File: config.mk
export PLATFORM = sky130hd
export DESIGN_NAME = uart_tx_arbiter_flat
export DESIGN_NICKNAME = d
export VERILOG_FILES = /design/src/rtl/uart_pkg.sv /design/src/rtl/uart_tx_arbiter_if.sv /design/src/rtl/uart_rr_picker.sv /design/src/rtl/uart_tx_arbiter.sv /design/src/flat_wrapper.sv
export SDC_FILE = /design/constraint.sdc
export NUM_CORES = 1
export LEC_CHECK = 0
export CAP_MARGIN = 5
export CORE_ASPECT_RATIO = 0.9
export CORE_MARGIN = 2
export CORE_UTILIZATION = 44
export CTS_CLUSTER_DIAMETER = 120
export DETAILED_ROUTE_END_ITERATION = 10
export GPL_ROUTABILITY_DRIVEN = 0
export PLACE_DENSITY = 0.85
export SLEW_MARGIN = 5
export SYNTH_ARGS = -nofsm -noshare
export SYNTH_HDL_FRONTEND = slang
export SYNTH_SLANG_ARGS = --single-unit
export TNS_END_PERCENT = 30
File: constraint.sdc
create_clock -name clk -period 2.55 [get_ports clk]
set_input_delay 0.51 -clock clk [delete_from_list [all_inputs] [get_ports clk]]
set_output_delay 0.51 -clock clk [all_outputs]
set_load 0.02 [all_outputs]
File: src/rtl/uart_pkg.sv
// Shared types and constants for the UART transmit arbiter and the transmitter it feeds.
package uart_pkg;

    typedef enum logic [1:0] {
        IDLE,
        ISSUE,
        WAIT_BUSY,
        WAIT_DONE
    } arb_state_t;

    localparam int N_REQ_DEF       = 4;
    localparam int TIMEOUT_CYC_DEF = 8;

    // Parity-type encoding as understood by the transmitter.
    typedef enum logic {
        PAR_EVEN = 1'b0,
        PAR_ODD  = 1'b1
    } par_typ_t;

    function automatic int rr_wrap(input int idx, input int n);
        return idx % n;
    endfunction

endpackage

File: src/rtl/uart_tx_arbiter_if.sv
// Arbiter-to-transmitter link: byte, issue strobe, parity controls and the BUSY flag back.
interface uart_tx_arbiter_if;

    logic [7:0] P_DATA;
    logic       DATA_VALID;
    logic       PAR_EN;
    logic       PAR_TYP;
    logic       BUSY;

    modport master (
        output P_DATA,
        output DATA_VALID,
        output PAR_EN,
        output PAR_TYP,
        input  BUSY
    );

    modport slave (
        input  P_DATA,
        input  DATA_VALID,
        input  PAR_EN,
        input  PAR_TYP,
        output BUSY
    );

endinterface

File: src/rtl/uart_rr_picker.sv
// Combinational round-robin select: first requester after last_grant, wrapping modulo N_REQ.
module uart_rr_picker
    import uart_pkg::*;
#(
    parameter int N_REQ = N_REQ_DEF
) (
    input  logic [N_REQ-1:0]         req,
    input  logic [$clog2(N_REQ)-1:0] last_grant,
    output logic                     vld,
    output logic [$clog2(N_REQ)-1:0] idx
);

    localparam int IDX_W = $clog2(N_REQ);

    logic [IDX_W-1:0] cand;

    // Scan from lowest to highest priority so the nearest pending requester wins.
    always_comb begin
        vld  = 1'b0;
        idx  = '0;
        cand = '0;
        for (int k = N_REQ; k >= 1; k--) begin
            cand = IDX_W'(rr_wrap(int'(last_grant) + k, N_REQ));
            if (req[cand]) begin
                vld = 1'b1;
                idx = cand;
            end
        end
    end

endmodule

File: src/rtl/uart_tx_arbiter.sv
// Round-robin arbiter sharing one UART transmitter among N_REQ byte requesters.
// Optional BUSY watchdog enabled by defining UART_ARB_TIMEOUT_EN.
module uart_tx_arbiter
    import uart_pkg::*;
#(
    parameter int N_REQ       = N_REQ_DEF,
    parameter int TIMEOUT_CYC = TIMEOUT_CYC_DEF
) (
    input  logic                     clk,
    input  logic                     rst,
    input  logic [N_REQ-1:0]         req,
    input  logic [8*N_REQ-1:0]       req_data,
    input  logic                     par_en,
    input  logic                     par_typ,
    output logic [N_REQ-1:0]         ack,
    output logic [$clog2(N_REQ)-1:0] grant_id,
    uart_tx_arbiter_if.master        tx,
    output logic                     frame_done,
    output logic                     timeout_err
);

    localparam int IDX_W = $clog2(N_REQ);

    if (N_REQ < 2 || N_REQ > 8 || TIMEOUT_CYC < 1) begin : g_param_check
        $error("uart_tx_arbiter: N_REQ must be 2..8 and TIMEOUT_CYC at least 1");
    end

    arb_state_t       state;
    logic [IDX_W-1:0] last_grant;
    logic             pick_vld;
    logic [IDX_W-1:0] pick_idx;
    logic [7:0]       req_bytes [N_REQ];

    for (genvar g = 0; g < N_REQ; g++) begin : g_bytes
        assign req_bytes[g] = req_data[8*g +: 8];
    end

    uart_rr_picker #(.N_REQ(N_REQ)) u_picker (
        .req        (req),
        .last_grant (last_grant),
        .vld        (pick_vld),
        .idx        (pick_idx)
    );

`ifdef UART_ARB_TIMEOUT_EN
    localparam int TO_W = $clog2(TIMEOUT_CYC + 1);
    logic [TO_W-1:0] to_cnt;
`else
    assign timeout_err = 1'b0;
`endif

    always_ff @(posedge clk) begin
        if (!rst) begin
            state         <= IDLE;
            last_grant    <= IDX_W'(N_REQ - 1);
            grant_id      <= '0;
            ack           <= '0;
            frame_done    <= 1'b0;
            tx.P_DATA     <= '0;
            tx.DATA_VALID <= 1'b0;
            tx.PAR_EN     <= 1'b0;
            tx.PAR_TYP    <= 1'b0;
`ifdef UART_ARB_TIMEOUT_EN
            to_cnt        <= '0;
            timeout_err   <= 1'b0;
`endif
        end else begin
            ack           <= '0;
            tx.DATA_VALID <= 1'b0;
            frame_done    <= 1'b0;
`ifdef UART_ARB_TIMEOUT_EN
            timeout_err   <= 1'b0;
`endif
            case (state)
                // A transmitter still busy from another source blocks the grant.
                IDLE: begin
                    if (pick_vld && !tx.BUSY) begin
                        tx.P_DATA  <= req_bytes[pick_idx];
                        tx.PAR_EN  <= par_en;
                        tx.PAR_TYP <= par_typ;
                        ack        <= N_REQ'(1) << pick_idx;
                        grant_id   <= pick_idx;
                        last_grant <= pick_idx;
                        state      <= ISSUE;
                    end
                end
                ISSUE: begin
                    tx.DATA_VALID <= 1'b1;
                    state         <= WAIT_BUSY;
`ifdef UART_ARB_TIMEOUT_EN
                    to_cnt        <= '0;
`endif
                end
                WAIT_BUSY: begin
                    if (tx.BUSY) begin
                        state <= WAIT_DONE;
                    end
`ifdef UART_ARB_TIMEOUT_EN
                    // Abort quietly: last_grant keeps the aborted index, no frame_done.
                    else if (to_cnt == TO_W'(TIMEOUT_CYC - 1)) begin
                        timeout_err <= 1'b1;
                        state       <= IDLE;
                    end else begin
                        to_cnt <= to_cnt + TO_W'(1);
                    end
`endif
                end
                WAIT_DONE: begin
                    if (!tx.BUSY) begin
                        frame_done <= 1'b1;
                        state      <= IDLE;
                    end
                end
                default: state <= IDLE;
            endcase
        end
    end

endmodule

File: src/flat_wrapper.sv
// flat-port wrapper written by rule: the top's interface ports become plain ports
module uart_tx_arbiter_flat import uart_pkg::*;
#(
    parameter int N_REQ       = N_REQ_DEF,
    parameter int TIMEOUT_CYC = TIMEOUT_CYC_DEF
)
  (clk, rst, req, req_data, par_en, par_typ, ack, grant_id, frame_done, timeout_err, tx_P_DATA, tx_DATA_VALID, tx_PAR_EN, tx_PAR_TYP, tx_BUSY);
  uart_tx_arbiter_if tx_i ();
  input  logic clk;
  input  logic rst;
  input  logic [N_REQ-1:0] req;
  input  logic [8*N_REQ-1:0] req_data;
  input  logic par_en;
  input  logic par_typ;
  output logic [N_REQ-1:0] ack;
  output logic [$clog2(N_REQ)-1:0] grant_id;
  output logic frame_done;
  output logic timeout_err;
  output wire logic [$bits(tx_i.P_DATA)-1:0] tx_P_DATA;
  output wire logic [$bits(tx_i.DATA_VALID)-1:0] tx_DATA_VALID;
  output wire logic [$bits(tx_i.PAR_EN)-1:0] tx_PAR_EN;
  output wire logic [$bits(tx_i.PAR_TYP)-1:0] tx_PAR_TYP;
  input wire logic [$bits(tx_i.BUSY)-1:0] tx_BUSY;
  assign tx_P_DATA = tx_i.P_DATA;
  assign tx_DATA_VALID = tx_i.DATA_VALID;
  assign tx_PAR_EN = tx_i.PAR_EN;
  assign tx_PAR_TYP = tx_i.PAR_TYP;
  assign tx_i.BUSY = tx_BUSY;
  uart_tx_arbiter #(.N_REQ(N_REQ), .TIMEOUT_CYC(TIMEOUT_CYC)) u_core (.clk(clk), .rst(rst), .req(req), .req_data(req_data), .par_en(par_en), .par_typ(par_typ), .ack(ack), .grant_id(grant_id), .tx(tx_i), .frame_done(frame_done), .timeout_err(timeout_err));
endmodule
==> flow_metrics.tcl, run 1 <==
set metrics [dict create \
    final-max-slew-violation-count 0 \
    powerDensity_nw_per_um2 619.9 \
    critPathRequiredTime_ns 2.79 \
    synth_nets 180 \
    synth-seq-cells 22 \
    maxCapViolations 0 \
    drt-initial-drc-count 43 \
    worst_pin_slew_ns 0.5320 \
    period_needed_ns 2.083 \
    num_io_pins 60 \
    wirelength_mm 3.289 \
    syn_area_um2 1285 \
    grt_first_pass_wirelength_mm 5.451 \
    pre_cts_ws_ns 0.1002 \
    avgSynthCellArea_um2 9.589 \
    via_count 1246 \
    rows 18 \
    peakVddDrop_mv 0.3104 \
    netlist_instances 134 \
    initial_core_util 0.4639 \
    cts_tree "built" \
    final_cell_mix "clkdlybuf4s50_1, dfxtp_1, nor2_1, mux2i_1, nand2_1" \
    die_h_um 55.27 \
    diodes 0 \
    clk_latency_ns 0.31 \
    period_share 0.8168 \
    nFillCells 231 \
    fin_worst_skew_ns 0.001171 \
    ctsResizeCount 0 \
    ys_types 37 \
    status "completed" \
    groute.usage.overall 0.2106 \
    rsz0062_at_grt "no" \
    ys_warn_count 0 \
    drc_errors 0 \
    max_clock_freq_mhz 480.1 \
    cts_buffers 3 \
    drtPass1Iterations 4 \
    post_cts_buffers 0 \
    fin_ws_ns 0.4672 \
    die_w_um 60.97 \
    core_area_um2 2770 \
    yosys-top-cells-area "dfxtp_1, mux2i_1, a21bo_2, o211ai_2, ha_1" \
    drive_gt1_frac 0.1624 \
    cp_max_fo 10 \
    finalSetupTns_ns 0 \
    cts-hold-fix-buffers 0 \
    setup_viol_count_final 0 \
    die_area_um2 3370 \
    root_buffer "clkbuf_4" \
    grt_pass1_vias 1226 \
    cp.arrival_ns 2.32 \
    avgViaCountPerCell 5.257 \
    cts_sinks 22 \
    criticalPathCategory "in2reg" \
    htreeDepth 1 \
    syn_to_final_growth_pct 53.75 \
    post_drt_wl_per_cell_um 13.88 \
    grt_start_max_net_pins 14 \
    slew_headroom 0.6438 \
    overflow 0 \
    yosysTopAreaCell "dfxtp_1" \
    final_common_cell "clkdlybuf4s50_1" \
    clk_pin_slew_ns 0.13 \
    post-route-util 0.7132 \
    startpoint_type "input pin" \
    synth.top_cell.area_share 0.3427 \
    end_kind "flop" \
    leakagePower_uw 0.0007942 \
    port_buffers 58 \
    antenna_found_initial 0 \
    hold_slack_ns 0.4827 \
    hp-class "reg2reg" \
    place.detailed.hpwl_mm 2.670 \
    yosysSeqAreaShare 0.3427 \
    hold_viol_final 0 \
    clockBufferDepth 2 \
    drtAntennaViolNets 0 \
    fin_nets 244 \
]
[logic make-up after synthesis]
family	share of synthesized area
simple gates	0.2278
compound gates	0.2541
flops	0.3427
mux	0.08569
buf+inv	0.03798
fa+ha+maj	0.04869
other cells	0.002918
[worst max-delay path, stage by stage]
cell and delay, ns:
clkdlybuf4s50_1 0.54, inv_1 0.16, nor4b_2 0.37, a21boi_2 0.38, a21bo_2 0.26, o211ai_1 0.09
[per-layer routing]
| layer | GRT usage | wire length (um) | share of wire | vias to the layer above |
|---|---|---|---|---|
| met2 | 0.3395 | 1587 | 0.48 | 45 |
| met4 | 0.07143 | 84 | 0.026 | 0 |
| met5 | 0 | 0 | 0 | - |
| met3 | 0.03513 | 165 | 0.050 | 11 |
| met1 | 0.2799 | 1451 | 0.44 | 571 |
| li1 | - | - | - | 619 |
[report_power, final]
part           switching (uW)  internal (uW)
clock                     110            159
sequential               40.4            401
combinational             247            268
[final cells by class]
class / count / area [um^2] / area share
multi-input cells: 104 / 795.8 / 0.4028
repair buffers: 64 / 625.6 / 0.3167
flip-flops and latches: 22 / 440.4 / 0.2229
well taps: 40 / 50.05 / 0.02533
clock inverters: 1 / 30.03 / 0.01520
clock buffers: 3 / 22.52 / 0.01140
inverters: 3 / 11.26 / 0.005700
[per-stage QoR]
stage | instance area, um^2 | total power (uW) | cells
finish | 1976 | 1225 | 237
floorplan | 1285 | 754.8 | 134
detailed placement | 1923 | 963.5 | 233
CTS | 1976 | 1230 | 237
global placement | 1923 | 945.8 | 233
global route | 1976 | 1296 | 237
[state kept, by name (all words and copies together), names as in the netlist]
name	flops
u_core.tx.PAR_TYP	1
u_core.tx.P_DATA	8
u_core.state	2
u_core.grant_id	2
u_core.ack	4
u_core.last_grant	2
u_core.frame_done	1
u_core.tx.DATA_VALID	1
u_core.tx.PAR_EN	1
[synthesized netlist by cell type (all sizes together)]
| cell | instances |
|---|---|
| a211oi | 2 |
| a21bo | 8 |
| a21boi | 1 |
| a21o | 1 |
| a21oi | 3 |
| and2 | 4 |
| and3 | 1 |
| buf | 3 |
| clkbuf | 2 |
| conb | 1 |
| dfxtp | 22 |
| ha | 5 |
| inv | 3 |
| mux2i | 11 |
| nand2 | 11 |
| nand2b | 4 |
| nand3 | 1 |
| nand4 | 8 |
| nor2 | 11 |
| nor2b | 3 |
| nor3 | 2 |
| nor3b | 1 |
| nor4 | 1 |
| nor4b | 1 |
| o211ai | 8 |
| o21a | 2 |
| o21ai | 4 |
| o22a | 1 |
| o31ai | 8 |
| or3b | 1 |
[final timing paths]
kind	from	to	slack, ns	cells after the start
worst min register to register	u_core.tx.P_DATA[1]	u_core.tx.P_DATA[1]	0.48	2
worst max register to register	u_core.state[0]	u_core.tx.P_DATA[7]	0.73	6
worst max-delay path	rst	u_core.tx.P_DATA[7]	0.47	6
worst min-delay path	u_core.tx.P_DATA[1]	u_core.tx.P_DATA[1]	0.48	2
Note: power is estimated with default switching activity, not from simulation.
==> run 2, diff against run 1 <==
--- a/config.mk
+++ b/config.mk
@@ -8,11 +8,11 @@
 export CAP_MARGIN = 5
 export CORE_ASPECT_RATIO = 0.9
 export CORE_MARGIN = 2
-export CORE_UTILIZATION = 44
+export CORE_UTILIZATION = 37
 export CTS_CLUSTER_DIAMETER = 120
 export DETAILED_ROUTE_END_ITERATION = 10
 export GPL_ROUTABILITY_DRIVEN = 0
-export PLACE_DENSITY = 0.85
+export PLACE_DENSITY = 0.76
 export SLEW_MARGIN = 5
 export SYNTH_ARGS = -nofsm -noshare
 export SYNTH_HDL_FRONTEND = slang
==> constraint.sdc (replaced) <==
create_clock -name clk -period 1.77 [get_ports clk]
set_input_delay 0.354 -clock clk [delete_from_list [all_inputs] [get_ports clk]]
set_output_delay 0.354 -clock clk [all_outputs]
set_load 0.02 [all_outputs]
==> flow_metrics.tcl, run 2 (synthesis results as in run 1) <==
set metrics [dict create \
    startpoint_type "flop" \
    end_kind "flop" \
    root_buffer "clkbuf_8" \
    nFillCells 271 \
    cts-hold-fix-buffers 0 \
    die_area_um2 3961 \
    drive_gt1_frac 0.2619 \
    period_share 0.9548 \
    syn_to_final_growth_pct 69.04 \
    final_common_cell "clkdlybuf4s50_1" \
    max_clock_freq_mhz 591.7 \
    die_w_um 66.12 \
    via_count 1343 \
    hold_viol_final 0 \
    grt_pass1_vias 1383 \
    status "completed" \
    post_drt_wl_per_cell_um 15.57 \
    maxCapViolations 0 \
    largest_reg_flops 8 \
    hold_start "u_core.tx.P_DATA[5]" \
    critPathRequiredTime_ns 1.96 \
    period_needed_ns 1.690 \
    drtPass1Iterations 4 \
    reg_top3 "u_core.tx.P_DATA: 8 flops, u_core.ack: 4 flops" \
    final-max-slew-violation-count 0 \
    cp_max_fo 5 \
    num_io_pins 60 \
    hp-class "reg2reg" \
    top_register "u_core.tx.P_DATA" \
    port_buffers 58 \
    avgViaCountPerCell 5.287 \
    fin_worst_skew_ns 0.003654 \
    criticalPathCategory "reg2reg" \
    ff2ff_path_depth 6 \
    antenna_found_initial 0 \
    r2r_slack_ns 0.08 \
    wirelength_mm 3.954 \
    multiInputGateArea_um2 892.1 \
    clk_latency_ns 0.26 \
    initial_core_util 0.3832 \
    timing.rr.end "u_core.tx.P_DATA[7]" \
    clockBufferDepth 2 \
    die_h_um 59.91 \
    diodes 0 \
    peakVddDrop_mv 0.3769 \
    final_cell_mix "clkdlybuf4s50_1, dfxtp_1, buf_4, nor2_1, nand2_1" \
    drt-initial-drc-count 107 \
    grt_start_max_net_pins 12 \
    overflow 0 \
    htreeDepth 1 \
    final_area_um2 2172 \
    cts_tree "built" \
    cts_buffers 3 \
    cts_sinks 22 \
    reg2reg_from "u_core.state[1]" \
    groute.usage.overall 0.2145 \
    hold-path-cell-count 2 \
    leakagePower_uw 0.0008955 \
    cp.arrival_ns 1.88 \
    hold_path_end "u_core.tx.P_DATA[5]" \
    place.detailed.hpwl_mm 2.880 \
    post_dp_cell_area_um2 2011 \
    drtAntennaViolNets 0 \
    hold_slack_ns 0.4785 \
    rows 20 \
    clk_pin_slew_ns 0.08 \
    ff_latch_area_um2 440.4 \
    grt_first_pass_wirelength_mm 6.354 \
    setup_viol_count_final 0 \
    fin_nets 258 \
    core_area_um2 3353 \
    powerDensity_nw_per_um2 853.8 \
    drc_errors 0 \
]
-- run 2: changes by cell type in the layout (fill, tap and decap cells not counted), sizes merged --
cell / previous run / this run
buf: 6 / 19
clkdlybuf4s50: 58 / 53
dlygate4sd2: 0 / 3
dlymetal6s2s: 0 / 2
a21boi: 1 / 2
bufinv: 1 / 0
-- run 2: stage by stage --
stage / power (uW) / instances / utilization / TNS [ns] / setup WS [ns]
final: 1855 / 254 / 0.6478 / 0 / 0.08000
after floorplan: 1087 / 134 / - / 0 / 0.1589
after detailed placement: 1441 / 248 / 0.5996 / -6.025 / -0.4304
after global routing: 1953 / 254 / 0.6478 / -0.006531 / -0.003973
after CTS: 1786 / 254 / 0.6299 / -0.01671 / -0.01556
after global placement: 1408 / 248 / 0.5996 / -4.931 / -0.3333
-- run 2: report_power, final --
| part | internal (uW) | leakage, uW | switching, uW |
|---|---|---|---|
| clock network | 152 | 0.0000216 | 162 |
| registers | 578 | 0.000180 | 63.0 |
| logic | 481 | 0.000694 | 419 |
| total | 1210 | 0.000895 | 644 |
-- run 2: cell type report --
cell class | instances | share of cell area
Multi-Input combinational cell | 105 | 0.4107
Timing Repair Buffer | 77 | 0.3370
Sequential cell | 22 | 0.2028
Tap cell | 44 | 0.02535
Clock buffer | 3 | 0.01901
Inverter | 3 | 0.005184
-- run 2: worst max-delay path by stage --
stage	from	to	cells after the start
final	u_core.state[1]	u_core.tx.P_DATA[7]	6
after global routing	req[1]	u_core.state[0]	7
after CTS	req[2]	u_core.tx.P_DATA[2]	8
after detailed placement	req[1]	u_core.tx.P_DATA[6]	6
after global placement	req[1]	u_core.tx.P_DATA[7]	6
after floorplan	req[3]	u_core.tx.P_DATA[0]	7
-- run 2: per-layer routing --
metal / track usage / vias up / routed length, um
met2: 0.3829 / 53 / 2039
met1: 0.2526 / 637 / 1615
met5: 0 / - / 0
met4: 0.1195 / 0 / 97
met3: 0.02072 / 9 / 201
li1: - / 644 / -
-- run 2: what timing repair did --
item / CTS / global route
pin swaps: 3 / 2
resized for setup: 10 / 14
gates cloned: 1 / 0
hold endpoints to repair: 0 / 0
endpoints found under the setup margin: 10 / 10
setup buffers: 2 / 0
-- run 2: worst max-delay path, cell delays in order, from the launching register on --
cell and delay, ns:
dfxtp_1 0.35, inv_1 0.14, ha_4 0.17, nor4b_4 0.30, a21boi_4 0.31, a21bo_2 0.25, o211ai_1 0.09
==> run 3, diff against run 2 <==
--- a/config.mk
+++ b/config.mk
@@ -17,4 +17,4 @@
 export SYNTH_ARGS = -nofsm -noshare
 export SYNTH_HDL_FRONTEND = slang
 export SYNTH_SLANG_ARGS = --single-unit
-export TNS_END_PERCENT = 30
+export TNS_END_PERCENT = 20
==> results of run 3 <==
Same layout as run 2: the final DEF is identical, and so are final timing and power.
